$ cat src/rtl/cla_sequencer.sv
// Multi-cycle wide adder/subtractor: one SLICE_WIDTH carry-look-ahead slice per RUN cycle,
// with the inter-slice carry held in a register and the result delivered over valid/ready.
module cla_sequencer #(
    parameter int DATA_WIDTH  = 32,
    parameter int SLICE_WIDTH = 8
) (
    input  logic                  clk,
    input  logic                  rst,
    input  logic                  in_valid,
    output logic                  in_ready,
    input  logic [DATA_WIDTH-1:0] a,
    input  logic [DATA_WIDTH-1:0] b,
    input  logic                  cin,
    input  logic                  sub,
    output logic                  out_valid,
    input  logic                  out_ready,
    output logic [DATA_WIDTH-1:0] sum,
    output logic                  cout,
    output logic                  overflow
);
    localparam int NUM_SLICES = DATA_WIDTH / SLICE_WIDTH;
    localparam int IDX_W      = (NUM_SLICES > 1) ? $clog2(NUM_SLICES) : 1;
    localparam logic [IDX_W-1:0] LAST_IDX = IDX_W'(NUM_SLICES - 1);
    localparam logic [DATA_WIDTH-1:0] SLICE_MASK = DATA_WIDTH'({SLICE_WIDTH{1'b1}});

    typedef enum logic [1:0] {IDLE, RUN, DONE} state_t;

    state_t                  state_q, state_d;
    logic [IDX_W-1:0]        idx_q, idx_d;
    logic                    carry_q, carry_d;
    logic [DATA_WIDTH-1:0]   a_q, a_d, b_q, b_d;
    logic [DATA_WIDTH-1:0]   acc_q, acc_d, sum_q, sum_d;
    logic                    cout_q, cout_d, ovf_q, ovf_d;

    logic [SLICE_WIDTH-1:0]  sa, sb, p, g, s_bits;
    logic                    cc, c_msb;
    int unsigned             base;

    // Carry-look-ahead slice for the current index; carry walked with a scalar to stay acyclic.
    always_comb begin
        base   = 32'(idx_q) * 32'(SLICE_WIDTH);
        sa     = SLICE_WIDTH'(a_q >> base);
        sb     = SLICE_WIDTH'(b_q >> base);
        p      = sa ^ sb;
        g      = sa & sb;
        s_bits = '0;
        c_msb  = 1'b0;
        cc     = carry_q;
        for (int i = 0; i < SLICE_WIDTH; i++) begin
            s_bits[i] = p[i] ^ cc;
            if (i == SLICE_WIDTH - 1) c_msb = cc;
            cc = g[i] | (p[i] & cc);
        end
    end

    always_comb begin
        state_d = state_q;
        idx_d   = idx_q;
        carry_d = carry_q;
        a_d     = a_q;
        b_d     = b_q;
        acc_d   = acc_q;
        sum_d   = sum_q;
        cout_d  = cout_q;
        ovf_d   = ovf_q;
        case (state_q)
            IDLE: begin
                if (in_valid) begin
                    a_d     = a;
                    b_d     = sub ? ~b : b;
                    carry_d = sub ? 1'b1 : cin;
                    idx_d   = '0;
                    state_d = RUN;
                end
            end
            RUN: begin
                acc_d   = (acc_q & ~(SLICE_MASK << base)) | (DATA_WIDTH'(s_bits) << base);
                carry_d = cc;
                if (idx_q == LAST_IDX) begin
                    sum_d   = acc_d;
                    cout_d  = cc;
                    ovf_d   = c_msb ^ cc;
                    state_d = DONE;
                end else begin
                    idx_d = idx_q + IDX_W'(1);
                end
            end
            DONE: begin
                if (out_ready) state_d = IDLE;
            end
            default: state_d = IDLE;
        endcase
    end

    always_ff @(posedge clk) begin
        if (rst) begin
            state_q <= IDLE;
            idx_q   <= '0;
            carry_q <= 1'b0;
            a_q     <= '0;
            b_q     <= '0;
            acc_q   <= '0;
            sum_q   <= '0;
            cout_q  <= 1'b0;
            ovf_q   <= 1'b0;
        end else begin
            state_q <= state_d;
            idx_q   <= idx_d;
            carry_q <= carry_d;
            a_q     <= a_d;
            b_q     <= b_d;
            acc_q   <= acc_d;
            sum_q   <= sum_d;
            cout_q  <= cout_d;
            ovf_q   <= ovf_d;
        end
    end

    assign in_ready  = (state_q == IDLE);
    assign out_valid = (state_q == DONE);
    assign sum       = sum_q;
    assign cout      = cout_q;
    assign overflow  = ovf_q;
endmodule

$ cat config.mk
export PLATFORM = sky130hd
export DESIGN_NAME = cla_sequencer
export DESIGN_NICKNAME = d
export VERILOG_FILES = /design/src/rtl/cla_sequencer.sv
export SDC_FILE = /design/constraint.sdc
export NUM_CORES = 1
export LEC_CHECK = 0
export CAP_MARGIN = 20
export CORE_ASPECT_RATIO = 0.9
export CORE_UTILIZATION = 56
export DETAILED_ROUTE_END_ITERATION = 10
export PLACE_DENSITY_LB_ADDON = 0.08
export SLEW_MARGIN = 5
export SYNTH_ARGS = -nofsm -noshare
export SYNTH_HDL_FRONTEND = slang
export SYNTH_SLANG_ARGS = --single-unit
export TNS_END_PERCENT = 5
$ cat constraint.sdc
create_clock -name clk -period 11.8 [get_ports clk]
set_clock_uncertainty 0.1 [all_clocks]
set_input_delay 1.18 -clock clk [delete_from_list [all_inputs] [get_ports clk]]
set_output_delay 1.18 -clock clk [all_outputs]
set_load 0.005 [all_outputs]
# Yosys cells after proc, flatten, opt, wreduce, memory -nomap -nowiden
# Cells that the tools add are included.
# W data, S select, Z words.
dict set report totals {
  ff_bits 135
  input_bits 70
  mem_bits_ro 0
  n_memories 0
  ramBits 0
  latch_bits 0
  wordCells 70
}
dict set report classes {
  muxes 11
  n_bitwise 31
  n_addsub 1
  n_mul 0
  reduce_logical 7
  n_eq_ne 7
  magnitude_cmp 0
  n_shift 4
  div_mod_pow 0
}
# operator n
set op_table {}
lappend op_table {{$not A32 Y32} 2}
lappend op_table {{$shr A32 B5 Y8} 2}
lappend op_table {{$and A32 B32 Y32} 1}
lappend op_table {{$mux W32} 1}
lappend op_table {{$or A32 B32 Y32} 1}
lappend op_table {{$shl A8 B5 Y32} 1}
lappend op_table {{$shl A8 B5 Y32 const A} 1}
lappend op_table {{$mux W2} 5}
lappend op_table {{$xor A1 B1 Y1} 9}
lappend op_table {{$and A1 B1 Y1} 8}
lappend op_table {{$and A8 B8 Y8} 1}
lappend op_table {{$or A1 B1 Y1} 8}
lappend op_table {{$xor A8 B8 Y8} 1}
lappend op_table {{$ne A2 B2 Y1 const B} 3}
lappend op_table {{$pmux W2 S3} 1}
lappend op_table {{$reduce_and A2 Y1} 3}
lappend op_table {{$reduce_and A3 Y1} 2}
lappend op_table {{$eq A2 B2 Y1 const B} 2}
lappend op_table {{$pmux W2 S2} 1}
lappend op_table {{$add A2 B1 Y2 const B} 1}
lappend op_table {{$eq A2 B1 Y1 const B} 1}
lappend op_table {{$logic_not A2 Y1} 1}
lappend op_table {{$mux W1} 2}
lappend op_table {{$ne A2 B1 Y1 const B} 1}
lappend op_table {{other kinds (2)} 2}

# Longest topological paths before layout
dict set report depth {
  ltp_word 19
  depth_mapped 17
  ltp_nobuf 14
}

# Least setup slack after synthesis
# OpenSTA, ideal clock, no wires.
dict set report synth_timing {
  path_type {flip-flop to flip-flop}
  startpoint {register idx_q[1]}
  endpoint {register sum_q[15] (netlist: sum[15])}
  arrival_ps 4577
  n_path_buf 4
  setup_slack_ps 6991
  synth_period_minus_slack_ps 4809
  path_stages_with_launch 18
  required_ps 11568
  path_cell_list {dfxtp_1 > buf_2 > buf_2 > buf_2 > mux4_2 > fa_1 > inv_1 > fa_1 > fa_1 > fa_1 > fa_1 > fa_1 > fa_1 > inv_1 > fa_1 > buf_2 > a221oi_1 > nor3_1}
}
dict set report synth_between {
  elab_chain_len 19
}
# element line_no
set synth_lines {}
lappend synth_lines {{from (decl)} 29} ;# logic [IDX_W-1:0] idx_q, idx_d;
lappend synth_lines {{from (signal assigned)} 108} ;# idx_q <= idx_d;
lappend synth_lines {{$shr A32 B5 Y8 (on tied branches)} {42, 43}}
lappend synth_lines {{$xor A8 B8 Y8} 44} ;# p = sa ^ sb;
lappend synth_lines {{$and A1 B1 Y1} 52} ;# cc = g[i] | (p[i] & cc);
lappend synth_lines {{$or A1 B1 Y1} 52}
lappend synth_lines {{$and A1 B1 Y1} 52}
lappend synth_lines {{$or A1 B1 Y1} 52}
lappend synth_lines {{$and A1 B1 Y1} 52}
lappend synth_lines {{$or A1 B1 Y1} 52}
lappend synth_lines {{[... 3 more ...]} n/a}
lappend synth_lines {{$or A1 B1 Y1} 52}
lappend synth_lines {{$and A1 B1 Y1} 52}
lappend synth_lines {{$or A1 B1 Y1} 52}
lappend synth_lines {{$and A1 B1 Y1} 52}
lappend synth_lines {{$or A1 B1 Y1} 52}
lappend synth_lines {{$xor A1 B1 Y1} 50} ;# s_bits[i] = p[i] ^ cc;
lappend synth_lines {{$shl A8 B5 Y32} 77} ;# acc_d = (acc_q & ~(SLICE_MASK << base)) | (DATA_WIDTH'(s_bits) << base);
lappend synth_lines {{$or A32 B32 Y32} 77}
lappend synth_lines {{to (signal assigned)} 113} ;# sum_q <= sum_d;
lappend synth_lines {{to (decl)} 32} ;# logic [DATA_WIDTH-1:0] acc_q, acc_d, sum_q, sum_d;
# Parallel ways exist; a longest one is shown, timed or not.
# A chain may end at the register's enable or synchronous reset.

# Worst setup path after layout
dict set report layout_timing {
  startpoint {register idx_q[1]}
  endpoint {register sum_q[23] (netlist: sum[23])}
}
# The elaborated chain is that of the path after synthesis.

==> run summary <==
Layout cells sized above 1 -> 8.455%
DRT iter0 DRCs -> 181
IO Count -> 106
Postcts setup bufs -> 0
Routability congestion estimate -> 0.7922
Area growth, synth to finish -> 30.27%
Post-synth ARST share -> 0%
Critical path class -> register to register
Final setup viols -> 0
Via count -> 4,638
Drt pass-1 iters -> 4
Clock Tree Root -> clkbuf_8
Fin crit period -> 4998 ps
Post-synth net total -> 679
Max stage delay on crit path -> 690 ps
Post-route DRC -> 0
Dpl hpwl -> 8.557 mm
Synth unique cells -> 36
Largest net degree at the start of global routing -> 115
Max frequency -> 0.2001 GHz
Cell Pwr Density -> 161.2 nW/um2
Post-CTS Resized -> 0
Peak VDD IR -> 113.1 uV
Status -> completed
Initial antenna violation count -> 1
Worst Path Buf+Inv -> 2
Worst path slowest cell -> dfxtp_1
CORE AREA -> 9657 um2
Synthesis Warnings -> 0
Max-slew violations -> 0
Storage cell area -> 2542 um2
H-tree depth -> 4
Grt met2 use -> 46.67%
Top Family by Delay on Critical Path -> adder cells
Initial Util -> 57.32%
Final Core Density -> 74.67%
Via density -> 5.712
Clk slew on worst S/H paths -> 60 ps
Setup crit end kind -> register
Remaining antenna violation count after routing -> 0
Cell area after synthesis -> 5535 um2
Max-Cap Viols -> 0
# hold bufs at CTS -> 0
#FFs+latches synth -> 127
DIE WIDTH -> 106.8 um
Main flop type after synthesis -> dfxtp_1
Top cell by count, worst path -> fa_1
Total GRT Usage -> 26.88%
Critical-path cell list -> mux4_2, fa_1, inv_1, fa_1, fa_1, fa_1, fa_1, fa_1, fa_1, inv_1, fa_1, a221oi_1, nor3_1
FILL cells -> 688
GR Util met3 -> 7.244%
Most used routing layer -> met2
DR WL/cell -> 16.23 um
Cells after Synth -> 597
CTS tree -> yes
Die area -> 10,290 um2
CP Launch Type -> register
Lkg Pwr -> 2.606 nW
Overall die height -> 96.32 um
Worst hold-check path type -> register to register
Congestion Overflow GR -> 0
Setup_tns -> 0 ps
Slew margin rel. -> 43.16%
Clock sinks -> 127
Post-synth EDFFs -> 0
Nets -> 756
Global-route wire length before repair -> 21.17 mm
Worst-Margin Slew -> 852.5 ps
Final-report hold violation count -> 0
DRT Wirelength -> 13.18 mm
Row Count -> 34
Unrepaired setup endpoints after global routing -> false
IO buf count -> 105
Arrival time at the worst endpoint -> 5270 ps
Footprint of the multi-input gates -> 2640 um2
Crit path max fanout -> 12
Routing usage on met1 -> 31.78%
Vias in the first global route -> 4,342
Clock buffer depth -> 2
Required time worst endpoint -> 12,070 ps
Clock Latency Late Sink -> 520 ps
Mean Syn Cell Area -> 9.272 um2
N_diodes -> 0
Sequential share of the synthesized area -> 45.93%
Ratio of final minimum period to clock period -> 42.36%
Cts bufs inserted -> 17
==> placed cells by master, fill, tap and decap left out, types with 5 or more instances in the layout <==
cell,n
dfxtp_1,127
clkdlybuf4s50_1,103
nand2_1,80
nor2_1,68
a21oi_1,47
xnor2_1,33
a211oi_1,32
inv_1,27
nor3_1,25
a221oi_1,24
mux4_2,16
a22o_1,16
clkbuf_16,16
a22oi_1,8
fa_1,8
or3_1,6
bufinv_16,5
buf_4,5
==> worst reg2reg max path, delay by kind of cell (launching register included) <==
family | cells | cell delay [ps]
adders and majority gates | 8 | 3140
DFF | 1 | 690
muxes | 1 | 350
AOI/OAI and AO/OA | 1 | 350
buffers and inverters | 2 | 140
and+or+nand+nor | 1 | 100
==> layer usage <==
metal	share of wire (%)	vias up
met4	2.5	0
li1	-	2236
met2	51	151
met3	5.4	34
met5	0	-
met1	41	2217
==> per-stage QoR <==
stage | cells | hold WS (ps) | power (mW) | cell area, um2 | worst slack (ps)
2_1_floorplan | 597 | 333.1 | 0.5583 | 5535 | 6991
3_3_place_gp | 778 | 340.1 | 0.6066 | 6515 | 6989
3_5_place_dp | 778 | 346.7 | 0.6107 | 6515 | 6829
4_1_cts | 809 | 355.6 | 1.164 | 7148 | 6826
5_1_grt | 812 | 379.6 | 1.203 | 7211 | 6662
6_report | 812 | 353.2 | 1.162 | 7211 | 6802
==> report_power, final <==
part           switching (mW)  total, mW  internal (mW)
Combinational          0.0776      0.142         0.0647
Sequential             0.0146      0.465          0.450
Clock                   0.191      0.555          0.364
Total                   0.284       1.16          0.879
==> kinds of logic (layout without fill, tap and decap cells) <==
kind of cell / after synthesis / count (layout) / synth area share (%)
multiplexers: 17 / 17 / 6.691
adder cells (fa/ha/maj): 12 / 12 / 3.797
buffers and inverters: 81 / 170 / 6.487
XOR/XNOR: 33 / 33 / 5.222
flip-flops: 127 / 127 / 45.93
AO/OA/AOI/OAI: 130 / 130 / 16.46
AND/OR/NAND/NOR: 197 / 197 / 15.42
==> registers in the layout (all words and copies together), names as in the netlist <==
signal    flops
sum          32
idx_q         2
cout          1
overflow      1
carry_q       1
a_q          32
state_q       2
acc_q        24
b_q          32
==> final cells by class <==
type	count	area share (%)
timing repair buffer	112	15.76
tap	126	2.186
inverter	27	1.406
clock inverter	13	2.985
multi-input combinational	389	36.61
clock buffer	18	5.796
sequential	127	35.26
==> synth_stat cells (2+ instances only) <==
library cell  instances  share of area (%)
buf_1                 2               0.14
and3_1                2               0.23
buf_2                29                2.6
xnor2_1              33                5.2
or3_1                 6               0.68
ha_1                  4               0.90
a21oi_1              47                4.2
nand4_1               2               0.23
nor2_1               68                4.6
mux4_2               16                6.5
dfxtp_1             127                 46
fa_1                  8                2.9
a211oi_1             32                4.3
nand2_1              80                5.4
inv_1                27                1.8
nor2b_1               4               0.45
nand3b_1              2               0.27
a22o_1               16                2.5
a221oi_1             24                3.8
buf_4                 3               0.41
a22oi_1               8                1.1
clkbuf_1             19                1.3
nor3_1               25                2.3
==> worst paths after layout <==
kind | from | endpoint | slack [ps] | cells past startpoint
worst max-delay path | idx_q[1]$_SDFFE_PP0P_ | sum[23]$_SDFFE_PP0P_ | 6800 | 13
worst min-delay path | a_q[8]$_SDFFE_PP0P_ | a_q[8]$_SDFFE_PP0P_ | 350 | 2
worst max register to register | idx_q[1]$_SDFFE_PP0P_ | sum[23]$_SDFFE_PP0P_ | 6800 | 13
worst min register to register | a_q[8]$_SDFFE_PP0P_ | a_q[8]$_SDFFE_PP0P_ | 350 | 2
Power figures use the tool's default switching activity.
